--- config.mk ---
export PLATFORM = sky130hd
export DESIGN_NAME = riscv_mem_arbiter
export DESIGN_NICKNAME = d
export VERILOG_FILES = /design/src/rtl/riscv_mem_arbiter.sv
export SDC_FILE = /design/constraint.sdc
export NUM_CORES = 1
export LEC_CHECK = 0
export ABC_AREA = 1
export BUFFER_PORTS_ARGS = -buffer_cell sky130_fd_sc_hd__buf_4
export CORE_AREA = 2 2 124 126
export CTS_BUF_LIST = sky130_fd_sc_hd__clkbuf_4
export CTS_CLUSTER_DIAMETER = 40
export DETAILED_ROUTE_END_ITERATION = 16
export DIE_AREA = 0 0 126 128
export MAX_ROUTING_LAYER = met4
export SLEW_MARGIN = 20
export SYNTH_ARGS = -nofsm -noshare
export SYNTH_HDL_FRONTEND = slang
export SYNTH_SLANG_ARGS = --single-unit
--- constraint.sdc ---
create_clock -name clk -period 6.2 [get_ports clk]
set_input_delay 1.24 -clock clk [delete_from_list [all_inputs] [get_ports clk]]
set_output_delay 1.24 -clock clk [all_outputs]
set_load 0.01 [all_outputs]
--- src/rtl/riscv_mem_arbiter.sv ---
// riscv_mem_arbiter: merges instruction (port 0) and data (port 1) memory
// request streams onto one single-ported memory and steers in-order
// responses back to their owner through a 1-bit tag FIFO.
//
// Parameters:
//   p_addr_sz       address width inside the memory message
//   p_data_sz       data width inside the memory message
//   p_max_inflight  outstanding request limit (power of two, >= 2)
//
// Ports (val/rdy handshakes, transfer when both high at posedge):
//   clk, reset                        clock, synchronous active-high reset
//   req0_msg/val/rdy                  port 0 (instruction) request
//   resp0_msg/val/rdy                 port 0 response
//   req1_msg/val/rdy                  port 1 (data) request
//   resp1_msg/val/rdy                 port 1 response
//   memreq_msg/val/rdy                merged request to memory
//   memresp_msg/val/rdy               response from memory
//
// Message layout (MSB first):
//   request  {type, addr, len, data}
//   response {type, len, data}
//
// Build option:
//   RISCV_MEM_ARB_FIXED_PRIO_EN  defined: port 1 always wins a conflict
//                                undefined: round-robin between ports

module riscv_mem_arbiter #(
  parameter int p_addr_sz      = 32,
  parameter int p_data_sz      = 32,
  parameter int p_max_inflight = 4,
  localparam int c_len_sz  = $clog2(p_data_sz / 8),
  localparam int c_req_sz  = 1 + p_addr_sz + c_len_sz + p_data_sz,
  localparam int c_resp_sz = 1 + c_len_sz + p_data_sz
) (
  input  logic                 clk,
  input  logic                 reset,

  input  logic [c_req_sz-1:0]  req0_msg,
  input  logic                 req0_val,
  output logic                 req0_rdy,

  output logic [c_resp_sz-1:0] resp0_msg,
  output logic                 resp0_val,
  input  logic                 resp0_rdy,

  input  logic [c_req_sz-1:0]  req1_msg,
  input  logic                 req1_val,
  output logic                 req1_rdy,

  output logic [c_resp_sz-1:0] resp1_msg,
  output logic                 resp1_val,
  input  logic                 resp1_rdy,

  output logic [c_req_sz-1:0]  memreq_msg,
  output logic                 memreq_val,
  input  logic                 memreq_rdy,

  input  logic [c_resp_sz-1:0] memresp_msg,
  input  logic                 memresp_val,
  output logic                 memresp_rdy
);

  localparam int c_ptr_sz = $clog2(p_max_inflight);
  localparam int c_cnt_sz = c_ptr_sz + 1;

  localparam logic [c_cnt_sz-1:0] c_full =
    c_cnt_sz'(p_max_inflight);

  // ------------------------------------------------------------------
  // Tag FIFO state
  // ------------------------------------------------------------------

  logic [p_max_inflight-1:0] tags;
  logic [c_ptr_sz-1:0]       wptr;
  logic [c_ptr_sz-1:0]       rptr;
  logic [c_cnt_sz-1:0]       count;

  logic full;
  logic empty;
  logic head;
  logic push;
  logic pop;

  assign full  = (count == c_full);
  assign empty = (count == '0);
  assign head  = tags[rptr];

  // ------------------------------------------------------------------
  // Grant selection
  // ------------------------------------------------------------------

  logic gnt0;
  logic gnt1;

`ifdef RISCV_MEM_ARB_FIXED_PRIO_EN

  assign gnt1 = req1_val;

`else

  // prio names the port that wins the next conflict
  logic prio;

  assign gnt1 = req1_val & (~req0_val | prio);

  always_ff @(posedge clk) begin
    if (reset) begin
      prio <= 1'b0;
    end else if (push) begin
      prio <= ~gnt1;
    end
  end

`endif

  assign gnt0 = req0_val & ~gnt1;

  // ------------------------------------------------------------------
  // Request side
  // ------------------------------------------------------------------

  // full is the only FIFO term here, so memresp never reaches reqN_rdy
  logic req_ok;

  assign req_ok = ~reset & ~full;

  assign memreq_val = (req0_val | req1_val) & req_ok;
  assign req0_rdy   = gnt0 & memreq_rdy & req_ok;
  assign req1_rdy   = gnt1 & memreq_rdy & req_ok;

  always_comb begin
    memreq_msg = '0;
    if (!reset) begin
      unique case (1'b1)
        gnt0:    memreq_msg = req0_msg;
        gnt1:    memreq_msg = req1_msg;
        default: memreq_msg = '0;
      endcase
    end
  end

  assign push = memreq_val & memreq_rdy;

  // ------------------------------------------------------------------
  // Response side
  // ------------------------------------------------------------------

  logic resp_ok;
  logic head_rdy;

  assign resp_ok  = ~reset & ~empty;
  assign head_rdy = head ? resp1_rdy : resp0_rdy;

  assign resp0_msg   = memresp_msg;
  assign resp1_msg   = memresp_msg;
  assign resp0_val   = memresp_val & resp_ok & ~head;
  assign resp1_val   = memresp_val & resp_ok &  head;
  assign memresp_rdy = head_rdy & resp_ok;

  assign pop = memresp_val & memresp_rdy;

  // ------------------------------------------------------------------
  // Tag FIFO update
  // ------------------------------------------------------------------

  always_ff @(posedge clk) begin
    if (reset) begin
      wptr  <= '0;
      rptr  <= '0;
      count <= '0;
    end else begin
      if (push) begin
        wptr <= wptr + c_ptr_sz'(1);
      end
      if (pop) begin
        rptr <= rptr + c_ptr_sz'(1);
      end
      unique case ({push, pop})
        2'b10:   count <= count + c_cnt_sz'(1);
        2'b01:   count <= count - c_cnt_sz'(1);
        default: count <= count;
      endcase
    end
  end

  // Owner bits need no reset: count gates every read of them
  always_ff @(posedge clk) begin
    if (push) begin
      tags[wptr] <= gnt1;
    end
  end

`ifndef SYNTHESIS
  always_ff @(posedge clk) begin
    if (!reset && memresp_val && empty) begin
      $error("ERROR: riscv_mem_arbiter response with no outstanding request");
    end
  end
`endif

endmodule

Word-level counts from Yosys, hierarchy flattened
Cells that the tools add are included.
Widths: inputs -> output; s select.
- bits in writable memories: 0
- input bits: 177
- register bits: 12
- word-level logic and storage cells: 50
- memories kept: 0
- bits in latches: 0
- memory bits (read-only): 0
- output and inout bits: 143
- mux-type cells: 9
- reduce and logical (&&, ||, !) cells: 3
- equal/unequal tests: 3
- add/sub/neg operators: 4
- bitwise operators: 23
- shift operators: 0
- divide/modulo/power cells: 0
- magnitude comparators: 3
- multiply operators: 0
- operators with widths (cell ; count):
    $pmux 67 s2 ; 1
    $mux 67 ; 1
    $and 1x1->1 ; 15
    $lt 2x3->1 const B ; 2
    $not 1->1 ; 6
    $pmux 3 s2 ; 1
    $add 2x1->2 const B ; 2
    $bwmux 4 ; 1
    $add 3x1->3 const B ; 1
    $eq 3x3->1 const B ; 1
    $logic_not 3->1 ; 1
    $mux 1 ; 3
    $sub 3x1->3 const B ; 1
    $bmux 1 s2 ; 1
    $demux 1 s2 ; 1
    $eq 2x1->1 const B ; 1
    $eq 2x2->1 const B ; 1
    $ge 2x1->1 const B ; 1
    $or 1x1->1 ; 2
    $reduce_bool 2->1 ; 1
    $logic_and 1x1->1 ; 1

Longest topological paths before layout
- word-level depth: 7
- depth in mapped cells: 14
- gate-level depth less buffers: 14

Worst setup path before layout
Ideal clock, no wire load.
- kind: in2out
- from: input req0_val
- to: output memreq_msg[48]
- slack: 2.786 ns
- stages on the path: 8
- arrival time: 2.174 ns
- buffers on the path: 3
- path through: buf_2 inv_2 o21ai_4 inv_2 buf_4 buf_2 nand2_1 a21oi_1
- cells in the longest elaborated chain, start to end: 7
- ends and longest elaborated chain (element ; line ; RTL):
    start: declaration ; 39 ; input logic req0_val,
    $not 1->1 ; 104 ; assign gnt1 = req1_val & (~req0_val | prio);
    $or 1x1->1 ; 104 ;
    $and 1x1->1 ; 104 ;
    $not 1->1 ; 116 ; assign gnt0 = req0_val & ~gnt1;
    $and 1x1->1 ; 116 ;
    $pmux 67 s2 * ; 134 ; unique case (1'b1)
    $mux 67 * ; 133 ; if (!reset) begin
    end: declaration ; 54 ; output logic [c_req_sz-1:0] memreq_msg,
Mark *: on every way between the ends. The rest lies on a longest branch, timed or not.

Worst setup path in the final report
- from: input req0_val
- to: output memreq_msg[27]
Same word-level chain as after synthesis.

==> PnR_summary.wiki <==
{| class="wikitable"
! Metric !! Value
|-
| Outcome || finished, final reports clean
|-
| Clock latency reported for the late side of the worst-skew pair || ~0.29 ns
|-
| Number of antenna violations at the first check in global routing || 0
|-
| Total overflow reported by the global router || 0
|-
| Total number of clock tree sinks || 12
|-
| VDD IR-drop max || around 0.042 mV
|-
| Dpl hpwl || about 6600 microns
|-
| Buffer count from post-CTS setup fixing || 0
|-
| Final Hold Viols || 0
|-
| Largest net degree at the start of global routing || 69
|-
| Clock tree root buffer cell || sky130_fd_sc_hd__clkbuf_4
|-
| Unique masters post-synth || 21
|-
| Unrepaired setup endpoints after global routing || false
|-
| Routed Antenna Nets || 0
|-
| Power Dens Cells || around 100 nW/um^2
|-
| Measured slew at the worst slew-check pin || between 1 and 1.5 ns
|-
| CTS tree || done
|-
| Layout Nets || 700
|-
| Total global-route track usage || 9.92%
|-
| Cell type with the highest occurrence count on the critical path || sky130_fd_sc_hd__buf_4
|-
| Number of buffers added by the clock tree synthesis step || 3
|-
| R2R Setup Slk || around 4 ns
|-
| Setup Crit Path Kind || input port to output port
|-
| Worst slack on hold paths || 0.492 ns
|-
| Non-Filler Cell Area, Final || around 3500 sq um
|-
| Weighted congestion reported at the end of routability-driven placement || 0.724
|-
| Cell Rows || between 40 and 50
|-
| Highest clock frequency the design can meet || between 0.2 and 0.25 GHz
|-
| Clock-pin slew of the registers on the worst-case setup and hold paths || roughly 0.080 ns
|-
| DR iter-0 viols || ~130
|-
| Total Routed Length || just under 9000 microns
|-
| Number of port buffers || 214
|-
| Largest fanout on the critical path || 60
|-
| Global-route wire length before repair || 12900 microns
|-
| Count of endpoints failing setup in the final report || 0
|-
| Flops & latches, synth || 12
|-
| Static power due to leakage || around 1.7 nW
|-
| Horizontal extent of the die || around 130 microns
|-
| Class of the tightest hold or removal check || register to register
|-
| Count of pins on the block boundary || 320
|-
| Initial DRT Pass Iterations || 4
|-
| Placeable core region || ~15000 sq um
|-
| Critical path capture point type || output port
|-
| CP max stage delay || slightly above 0.7 ns
|-
| Fraction of layout cells with a size suffix above 1 || between 40% and 50%
|-
| Effective utilization at floorplan || around 15%
|-
| Fraction of the cycle the final worst path needs || about 69%
|-
| Die ar. || 16100 sq um
|-
| Arr. time, crit path || just over 3 ns
|-
| CTS H-tree depth || 1
|-
| Count of maximum capacitance violations || 0
|-
| Top cells by area, synth || sky130_fd_sc_hd__buf_4 24%, sky130_fd_sc_hd__a21oi_1 16%, sky130_fd_sc_hd__nand3_1 16%
|-
| Kind of start point of the critical path || input port
|-
| Dominant cell type by area after synthesis || sky130_fd_sc_hd__buf_4
|-
| Number of synthesis warnings || 0
|-
| Number of max-slew violations in the final report || 0
|-
| Mean instance size in the synthesized netlist || approximately 6 sq um
|-
| Shortest period the worst path allows || between 4 and 5 ns
|-
| Share of synthesized area occupied by flip-flops and latches || 12.2%
|-
| Post-cts repair resize count || 0
|-
| Critical path required time || around 5.0 ns
|-
| Total vias in the final route || ~2.9k
|-
| Worst-case clock skew || 0.00838 ns
|-
| Post-cts hold buffer count || 0
|-
| Synthesized netlist cell count || just under 400
|-
| Worst-case clock buffer depth || 2
|-
| Share of the synthesized area in the top cell type || roughly a quarter
|-
| Average wire length per cell after detail routing || between 10 and 15 microns
|-
| Post-synth net total || around 580
|-
| Placed Area || about 3500 sq um
|-
| Post-Route Setup TNS || 0 ns
|-
| Remaining design rule violation count || 0
|-
| Post-synthesis to final-layout area growth || 53.1%
|-
| Via count of the first global-routing pass || 2602
|-
| Total inserted antenna cells || 0
|-
| Fillers || roughly 1.7k
|-
| Synthesized cell area || between 2000 and 2500 sq um
|-
| Cells traversed along the worst timing path || buf_4, inv_2, o21ai_4, inv_2, buf_4, nand2_1, a21oi_1, buf_4
|-
| Via density per instance || 4.15
|-
| Slowest cell on the critical path || sky130_fd_sc_hd__inv_2
|-
| Die boundary height || between 100 and 150 microns
|-
| Worst max-slew margin expressed relative to the limit || between 30% and 40%
|}
## where the power goes
| group | internal [mW] | switching [mW] | leakage [nW] |
|---|---|---|---|
| registers | 0.0857 | 0.00315 | 0.102 |
| clock network | 0.0234 | 0.0300 | 0.0154 |
| logic | 0.112 | 0.103 | 1.60 |
| total | 0.222 | 0.136 | 1.72 |
## flip-flops by register name, summed over array words and instances, names as in the netlist
| register | count |
|---|---|
| count | 3 |
| tags | 4 |
| wptr | 2 |
| prio | 1 |
| rptr | 2 |
## cell type report
class / instances / area (sq um) / share of cell area (%)
clock buffer: 3 / 22.5 / 0.640
clock inverter: 1 / 3.75 / 0.107
inverter: 25 / 93.8 / 2.67
multi-input combinational: 257 / 1240 / 35.4
sequential: 12 / 280 / 7.97
tap: 188 / 235 / 6.69
timing repair buffer: 218 / 1640 / 46.5
## per-stage QoR
stage,util (%),setup slack (ns),cells,power (mW)
3_5_place_dp,23.5,1.93,700,0.308
5_1_grt,23.7,1.77,704,0.385
3_3_place_gp,23.5,1.95,700,0.308
4_1_cts,23.7,1.92,704,0.362
2_1_floorplan,-,2.79,393,0.234
6_report,23.7,1.92,704,0.357
## cells in the mapped netlist, drive strengths merged
library cell	count
edfxtp	4
dfxtp	8
nand2	80
ha	5
a21oi	73
fa	1
buf	89
o21ai	9
nand4	2
nor3	1
clkbuf	10
nand3	72
nor2	13
xor2	1
inv	25
## metal layers
| layer | vias up | wire [microns] | track usage [%] |
|---|---|---|---|
| met5 | - | 0 | - |
| met3 | 22 | 816 | 2.30 |
| met4 | 0 | 146 | 3.30 |
| met2 | 155 | 4010 | 15.3 |
| li1 | 1466 | - | - |
| met1 | 1276 | 3740 | 12.9 |
## worst paths after layout
kind	from	endpoint	depth (start not counted)
hold / removal	count[0]	count[0]	1
setup reg to reg	count[0]	count[2]	13
setup / recovery	req0_val	memreq_msg[27]	8
hold reg to reg	count[0]	count[0]	1
## layout by cell type, fill, tap and decap left out, drive strengths merged
master	n
ha	5
o21ai	9
nand2	80
nand3	72
nand4	2
clkinv	1
a21oi	73
nor2	13
nor3	1
xor2	1
dfxtp	8
clkbuf	3
edfxtp	4
fa	1
inv	25
buf	218
## logic make-up after synthesis
group | share of synthesized area [%]
DFF | 12.2
buffers and inverters | 33.6
AOI/OAI and AO/OA | 18.4
and+or+nand+nor | 31.9
adders and majority gates | 3.59
xor gates and xnor gates | 0.381
## worst max-delay path, delay by kind of cell
family / cells / cell delay (ns)
buffers and inverters: 5 / 1.43
AO/OA/AOI/OAI: 2 / 0.23
AND/OR/NAND/NOR: 1 / 0.07
Power figures use the tool's default switching activity.
